File: src/rtl/mult_booth4_pipe.sv
// Pipelined radix-4 Booth multiplier with valid/ready flow control and a global stall.
// Optional completed-transfer counter on txn_count when MULT_TXN_CNT_EN is defined.
module mult_booth4_pipe #(
  parameter int WIDTH  = 8,
  parameter int STAGES = 3
) (
  input  logic                 clk,
  input  logic                 rst_n,
  input  logic                 in_valid,
  output logic                 in_ready,
  input  logic                 signed_mode,
  input  logic [WIDTH-1:0]     multiplicand,
  input  logic [WIDTH-1:0]     multiplier,
  output logic                 out_valid,
  input  logic                 out_ready,
  output logic [2*WIDTH-1:0]   product
`ifdef MULT_TXN_CNT_EN
  ,
  output logic [15:0]          txn_count
`endif
);

  localparam int PW = 2 * WIDTH;
  localparam int ND = (WIDTH + 2) / 2;
  localparam int EW = 2 * ND;

  // Multiplier is extended by at least one bit so unsigned operands recode as non-negative.
  function automatic logic [PW-1:0] booth_mul(input logic [WIDTH-1:0] a,
                                              input logic [WIDTH-1:0] b,
                                              input logic             sm);
    logic signed [PW-1:0] a_ext;
    logic signed [PW-1:0] pp;
    logic signed [PW-1:0] acc;
    logic        [EW:0]   b_ext;
    logic        [2:0]    dig;
    a_ext = {{WIDTH{sm & a[WIDTH-1]}}, a};
    b_ext = {{(EW-WIDTH){sm & b[WIDTH-1]}}, b, 1'b0};
    acc   = '0;
    for (int i = 0; i < ND; i++) begin
      dig = b_ext[2*i +: 3];
      case (dig)
        3'b001, 3'b010: pp = a_ext;
        3'b011:         pp = a_ext <<< 1;
        3'b100:         pp = -(a_ext <<< 1);
        3'b101, 3'b110: pp = -a_ext;
        default:        pp = '0;
      endcase
      acc = acc + (pp <<< (2 * i));
    end
    return acc;
  endfunction

  logic              advance;
  logic [STAGES-1:0] vld_q;
  logic [WIDTH-1:0]  a_p0_q;
  logic [WIDTH-1:0]  b_p0_q;
  logic              sm_p0_q;
  logic [PW-1:0]     chain [0:STAGES-2];
  logic [PW-1:0]     product_d;
  logic [PW-1:0]     product_q;

  assign advance   = !vld_q[STAGES-1] || out_ready;
  assign in_ready  = advance;
  assign out_valid = vld_q[STAGES-1];
  assign product   = product_q;

  always_ff @(posedge clk or negedge rst_n) begin
    if (!rst_n) begin
      vld_q <= '0;
    end else if (advance) begin
      vld_q <= {vld_q[STAGES-2:0], in_valid};
    end
  end

  // Stage p0: operand capture
  always_ff @(posedge clk) begin
    if (advance && in_valid) begin
      a_p0_q  <= multiplicand;
      b_p0_q  <= multiplier;
      sm_p0_q <= signed_mode;
    end
  end

  // Stage p1 onward: Booth reduction, then plain delay registers up to the output
  assign chain[0] = booth_mul(a_p0_q, b_p0_q, sm_p0_q);

  for (genvar k = 1; k <= STAGES - 2; k++) begin : g_mid
    logic [PW-1:0] prod_q;
    always_ff @(posedge clk) begin
      if (advance) begin
        prod_q <= chain[k-1];
      end
    end
    assign chain[k] = prod_q;
  end

  assign product_d = chain[STAGES-2];

  always_ff @(posedge clk or negedge rst_n) begin
    if (!rst_n) begin
      product_q <= '0;
    end else if (advance) begin
      product_q <= product_d;
    end
  end

`ifdef MULT_TXN_CNT_EN
  logic [15:0] txn_q;
  always_ff @(posedge clk or negedge rst_n) begin
    if (!rst_n) begin
      txn_q <= '0;
    end else if (vld_q[STAGES-1] && out_ready) begin
      txn_q <= txn_q + 16'd1;
    end
  end
  assign txn_count = txn_q;
`endif

endmodule

File: config.mk
export PLATFORM = sky130hd
export DESIGN_NAME = mult_booth4_pipe
export DESIGN_NICKNAME = d
export VERILOG_FILES = /design/src/rtl/mult_booth4_pipe.sv
export SDC_FILE = /design/constraint.sdc
export NUM_CORES = 1
export LEC_CHECK = 0
export ABC_AREA = 1
export CAP_MARGIN = 20
export CELL_PAD_IN_SITES_DETAIL_PLACEMENT = 0
export CELL_PAD_IN_SITES_GLOBAL_PLACEMENT = 1
export CORE_ASPECT_RATIO = 1.75
export CORE_MARGIN = 3
export CORE_UTILIZATION = 45
export CTS_CLUSTER_DIAMETER = 50
export DETAILED_ROUTE_END_ITERATION = 7
export PLACE_DENSITY_LB_ADDON = 0.1
export SLEW_MARGIN = 0
export SYNTH_ARGS = -nofsm -noshare
export SYNTH_HDL_FRONTEND = slang
export SYNTH_SLANG_ARGS = --single-unit
File: constraint.sdc
create_clock -name clk -period 6.1 [get_ports clk]
set_input_delay 0.915 -clock clk [delete_from_list [all_inputs] [get_ports clk]]
set_output_delay 0.915 -clock clk [all_outputs]
set_load 0.005 [all_outputs]
# ---- Word-level counts from Yosys, hierarchy flattened
# Cells that the tools add are included.
dict set report totals {
  ff_bits 52
  input_bits 21
  out_inout_bits 18
}
dict set report classes {
  n_addsub 6
  n_eq_ne 27
  n_mux 5
  bitwise_logic 2
  n_reduce_logical 11
}
# operator count
set ops {}
lappend ops {{16-bit adder} 4}
lappend ops {{14-bit one-hot mux with 4 select lines} 1}
lappend ops {{12-bit one-hot mux with 4 select lines} 1}
lappend ops {{16-bit one-hot mux with 3 select lines} 1}
lappend ops {{10-bit one-hot mux with 4 select lines} 1}
lappend ops {{3-bit == test (second input constant)} 12}
lappend ops {{8-bit one-hot mux with 4 select lines} 1}
lappend ops {{3-bit by 2-bit == test with 1-bit output (second input constant)} 8}
lappend ops {{10-bit negator with 16-bit output} 1}
lappend ops {{9-bit negator with 16-bit output} 1}
lappend ops {{2-bit OR reduction} 8}
lappend ops {{3-bit by 1-bit == test with 1-bit output (second input constant)} 4}
lappend ops {{2-bit == test (second input constant)} 2}
lappend ops {{1-bit bitwise AND} 2}
lappend ops {{2-bit by 1-bit == test with 1-bit output (second input constant)} 1}
lappend ops {{1-bit logical AND} 1}
lappend ops {{1-bit zero test} 1}
lappend ops {{1-bit logical OR} 1}

# ---- Depth between registers and ports, before layout
dict set report depth {
  ltp_word 7
  ltp_mapped 25
}

# ---- Worst setup path after synthesis
# Ideal clock, no wire load.
dict set report synth_timing {
  path_type {register to register}
  from {register a_p0_q[1]}
  to {register g_mid[1].prod_q[13] (data pin)}
  arrival_time_ns 4.207
  required_ns 5.841
  slack_ns 1.634
  stages_incl_launch_ff 24
  cell_sequence {edfxtp_1 > inv_1 > ha_1 > nand2_2 > nor2_4 > inv_1 > o21ai_0 > nand2_1 > o22ai_1 > a21oi_1 > o21ai_0 > fa_1 > fa_1 > fa_1 > ha_1 > nand2_1 > nand2_1 > a31oi_1 > o21ai_0 > nand2_1 > nand2_1 > nand2_1 > nand2_1 > xor2_1}
}
# item line_no
set synth_rtl {}
lappend synth_rtl {{start, declared} 55} ;# logic [WIDTH-1:0] a_p0_q;
lappend synth_rtl {{start signal, assigned} 78} ;# a_p0_q <= multiplicand;
lappend synth_rtl {{end signal, assigned} 91} ;# prod_q <= chain[k-1];
lappend synth_rtl {{end, declared} 88} ;# logic [PW-1:0] prod_q;

==> results.py <==
metrics = {
    "power": {
        "power.leakage_nw": 2.321,
        "finalPower_mw": 2.373,
        "p_per_area_mw_per_mm2": 474.7,
        "peakVddDrop_mv": 0.2137,
    },
    "global_routing": {
        "globalRoute.totalOverflow": 0,
        "grt_pass1_wl_um": 19250,
        "grt_start_max_net_pins": 36,
        "track_usage": 0.2352,
        "grt_pass1_vias": 3800,
        "antenna_found_initial": 0,
    },
    "logic_synthesis": {
        "synth_ff_type": "edfxtp_1",
        "synth_fa_ha_area_frac": 0.1870,
        "synth.net_count": 562,
        "synth-xor-area-share": 0.01818,
        "syn_inst": 493,
        "synthArstFlopShare": 0.3654,
        "synth-edff-count": 33,
        "ys_ff_latch": 52,
        "synth_compound_area_frac": 0.1333,
        "ys_seq_area_frac": 0.3382,
        "synth_cell_types": 40,
        "avgSynthCellArea_um2": 8.794,
        "netlist_area_mm2": 0.004335,
        "synthMuxAreaShare": 0,
        "synthSimpleGateAreaFrac": 0.2442,
        "yosysWarningCount": 0,
        "synth_top_family_by_area": "simple AND/OR/NAND/NOR gates",
    },
    "sta": {
        "fin_setup_tns_ns": 0,
        "setup_violations": 0,
        "final.period_utilization": 0.8251,
        "clock_skew_ns": 0.005783,
        "fmax_ghz": 0.1987,
        "tightest_slew_ns": 0.8603,
        "setup_ws_ns": 1.067,
        "fin_crit_ns": 5.033,
        "rsz0062_at_grt": "no",
        "hold_viol_final": 0,
        "maxSlewHeadroom": 0.4246,
        "fin_hold_ws_ns": 0.4409,
        "drv_slew": 0,
    },
    "drt": {
        "drc": 0,
        "drtIter0Drc": 267,
        "ant_nets": 0,
        "routed_wl_um": 11880,
        "avgViaCountPerCell": 5.532,
        "wl_per_cell_um": 18.11,
        "route.vias.total": 3629,
        "drt-pass1-iter-count": 6,
    },
    "clock_tree": {
        "post_cts_resized": 0,
        "clk_pin_slew_ns": 0.07,
        "cts_tree": "built",
        "clk-insertion-delay-late_ns": 0.29,
        "clockRootBuffer": "clkbuf_16",
        "cts_buffers": 5,
        "cts_max_level": 2,
        "clkSinkCount": 52,
        "cts_hold_buf": 0,
        "postCtsSetupBuffers": 0,
        "ctsLongestPathBuffers": 2,
    },
    "placed_design": {
        "io_buffers": 38,
        "dp_cells": 648,
        "place_ws_ns": 1.122,
        "place_hpwl_um": 9730,
        "gp_congestion": 0.9809,
    },
    "critical_path": {
        "setup.worst_path.class": "reg -> reg",
        "end_kind": "register",
        "start_kind": "register",
        "cp.arrival_ns": 5.08,
        "worstPathMaxFanout": 7,
        "required_ns": 6.14,
    },
    "layout": {
        "drive_gt1_frac": 0.1138,
        "stdcell_count": 656,
        "diodes": 0,
        "multiInputGateArea_mm2": 0.002526,
        "num-fill-cells": 924,
        "final-seq-area_mm2": 0.001466,
        "final_common_cell": "nand2_1",
        "area_growth_pct": 15.32,
        "final_cell_mix": "nand2_1 (124), inv_1 (68), clkdlybuf4s50_1 (38)",
        "nets": 604,
    },
    "floorplan": {
        "core_mm2": 0.009209,
        "dieArea_mm2": 0.01089,
        "pin_count": 39,
        "start_util": 0.4708,
        "fp.dieW_um": 80.20,
        "die_y_um": 135.8,
        "rows": 46,
    },
    "min_path": {
        "hp-class": "reg -> reg",
    },
    "job": {
        "cap_violations": 0,
    },
    "outcome": {
        "status": "finished clean",
    },
}
synthesized netlist by cell type (2+ instances only):
master,number,area share
nand2_1,124,0.11
inv_1,68,0.059
edfxtp_1,33,0.23
fa_1,28,0.13
nor2_1,26,0.023
ha_1,20,0.058
dfrtp_1,19,0.11
nand3_1,19,0.022
a21oi_1,18,0.021
o21ai_0,18,0.021
o22ai_1,18,0.026
o221ai_1,11,0.022
inv_2,9,0.0078
nand3_2,8,0.018
xor2_1,8,0.016
nor2_4,7,0.018
a221oi_1,6,0.012
nand2_2,6,0.0087
nand2_4,6,0.016
nor2_2,6,0.0087
o211ai_1,5,0.0087
o2111ai_1,4,0.0081
clkbuf_1,3,0.0026
inv_4,3,0.0043
a221o_1,2,0.0046
a22oi_1,2,0.0035
clkinv_1,2,0.0017
nand3_4,2,0.0081
registers in the layout, summed over array words and instances (netlist names):
signal	cells
g_mid.prod_q	16
b_p0_q	8
vld_q	3
product	16
a_p0_q	8
sm_p0_q	1
area by class of cell:
| cell class | count | share of cell area |
|---|---|---|
| Clock buffer | 5 | 0.02503 |
| Tap cell | 120 | 0.03003 |
| Timing Repair Buffer | 40 | 0.07908 |
| Clock inverter | 3 | 0.004254 |
| Sequential cell | 52 | 0.2933 |
| Multi-Input combinational cell | 354 | 0.5053 |
| Inverter | 82 | 0.06306 |
report_power, final:
group          switching (mW)  internal, mW
registers              0.0573         0.573
logic                   0.854         0.610
clock network           0.126         0.153
worst max-delay path: stages, from the launching register on:
cell,delay (ns)
edfxtp_1,0.46
inv_1,0.23
ha_1,0.26
nand2_2,0.10
nor2_4,0.16
inv_1,0.08
o21ai_0,0.15
nand2_1,0.16
o22ai_1,0.14
a21oi_1,0.06
o21ai_0,0.12
fa_1,0.48
fa_1,0.52
fa_1,0.49
ha_1,0.39
nand2_1,0.09
nand2_1,0.07
a31oi_1,0.28
o21ai_0,0.18
nand2_1,0.09
nand2_1,0.05
nand2_1,0.05
nand2_1,0.06
xor2_1,0.13
kinds of logic (layout without fill, tap and decap cells):
group,Yosys count,after routing
compound gates,88,88
xor+xnor,9,9
fa+ha+maj,48,48
buf+inv,87,130
flops,52,52
simple gates,209,209
worst paths after layout:
path / slack, ns / to / depth (start not counted) / start
max: 1.07 / g_mid[1].prod_q[13] / 23 / a_p0_q[1]
min: 0.44 / product[2] / 2 / g_mid[1].prod_q[2]
max reg2reg: 1.07 / g_mid[1].prod_q[13] / 23 / a_p0_q[1]
min reg2reg: 0.44 / product[2] / 2 / g_mid[1].prod_q[2]
max in group asynchronous: 4.45 / product[13] / 1 / rst_n
min in group asynchronous: 1.11 / vld_q[1] / 1 / rst_n
per-layer routing:
| metal | vias to the layer above | wire, µm | GRT usage | part of all wire |
|---|---|---|---|---|
| li1 | 1736 | - | - | - |
| met5 | - | 0 | 0 | 0 |
| met3 | 46 | 608 | 0.03050 | 0.051 |
| met4 | 0 | 849 | 0.1626 | 0.071 |
| met2 | 152 | 6412 | 0.4299 | 0.54 |
| met1 | 1695 | 4012 | 0.2398 | 0.34 |
through the flow:
stage	utilization	area (µm²)
2_1_floorplan	-	4335
3_3_place_gp	0.5270	4853
3_5_place_dp	0.5270	4853
4_1_cts	0.5429	5000
5_1_grt	0.5429	5000
6_report	0.5429	5000
Note: power is estimated with default switching activity, not from simulation.
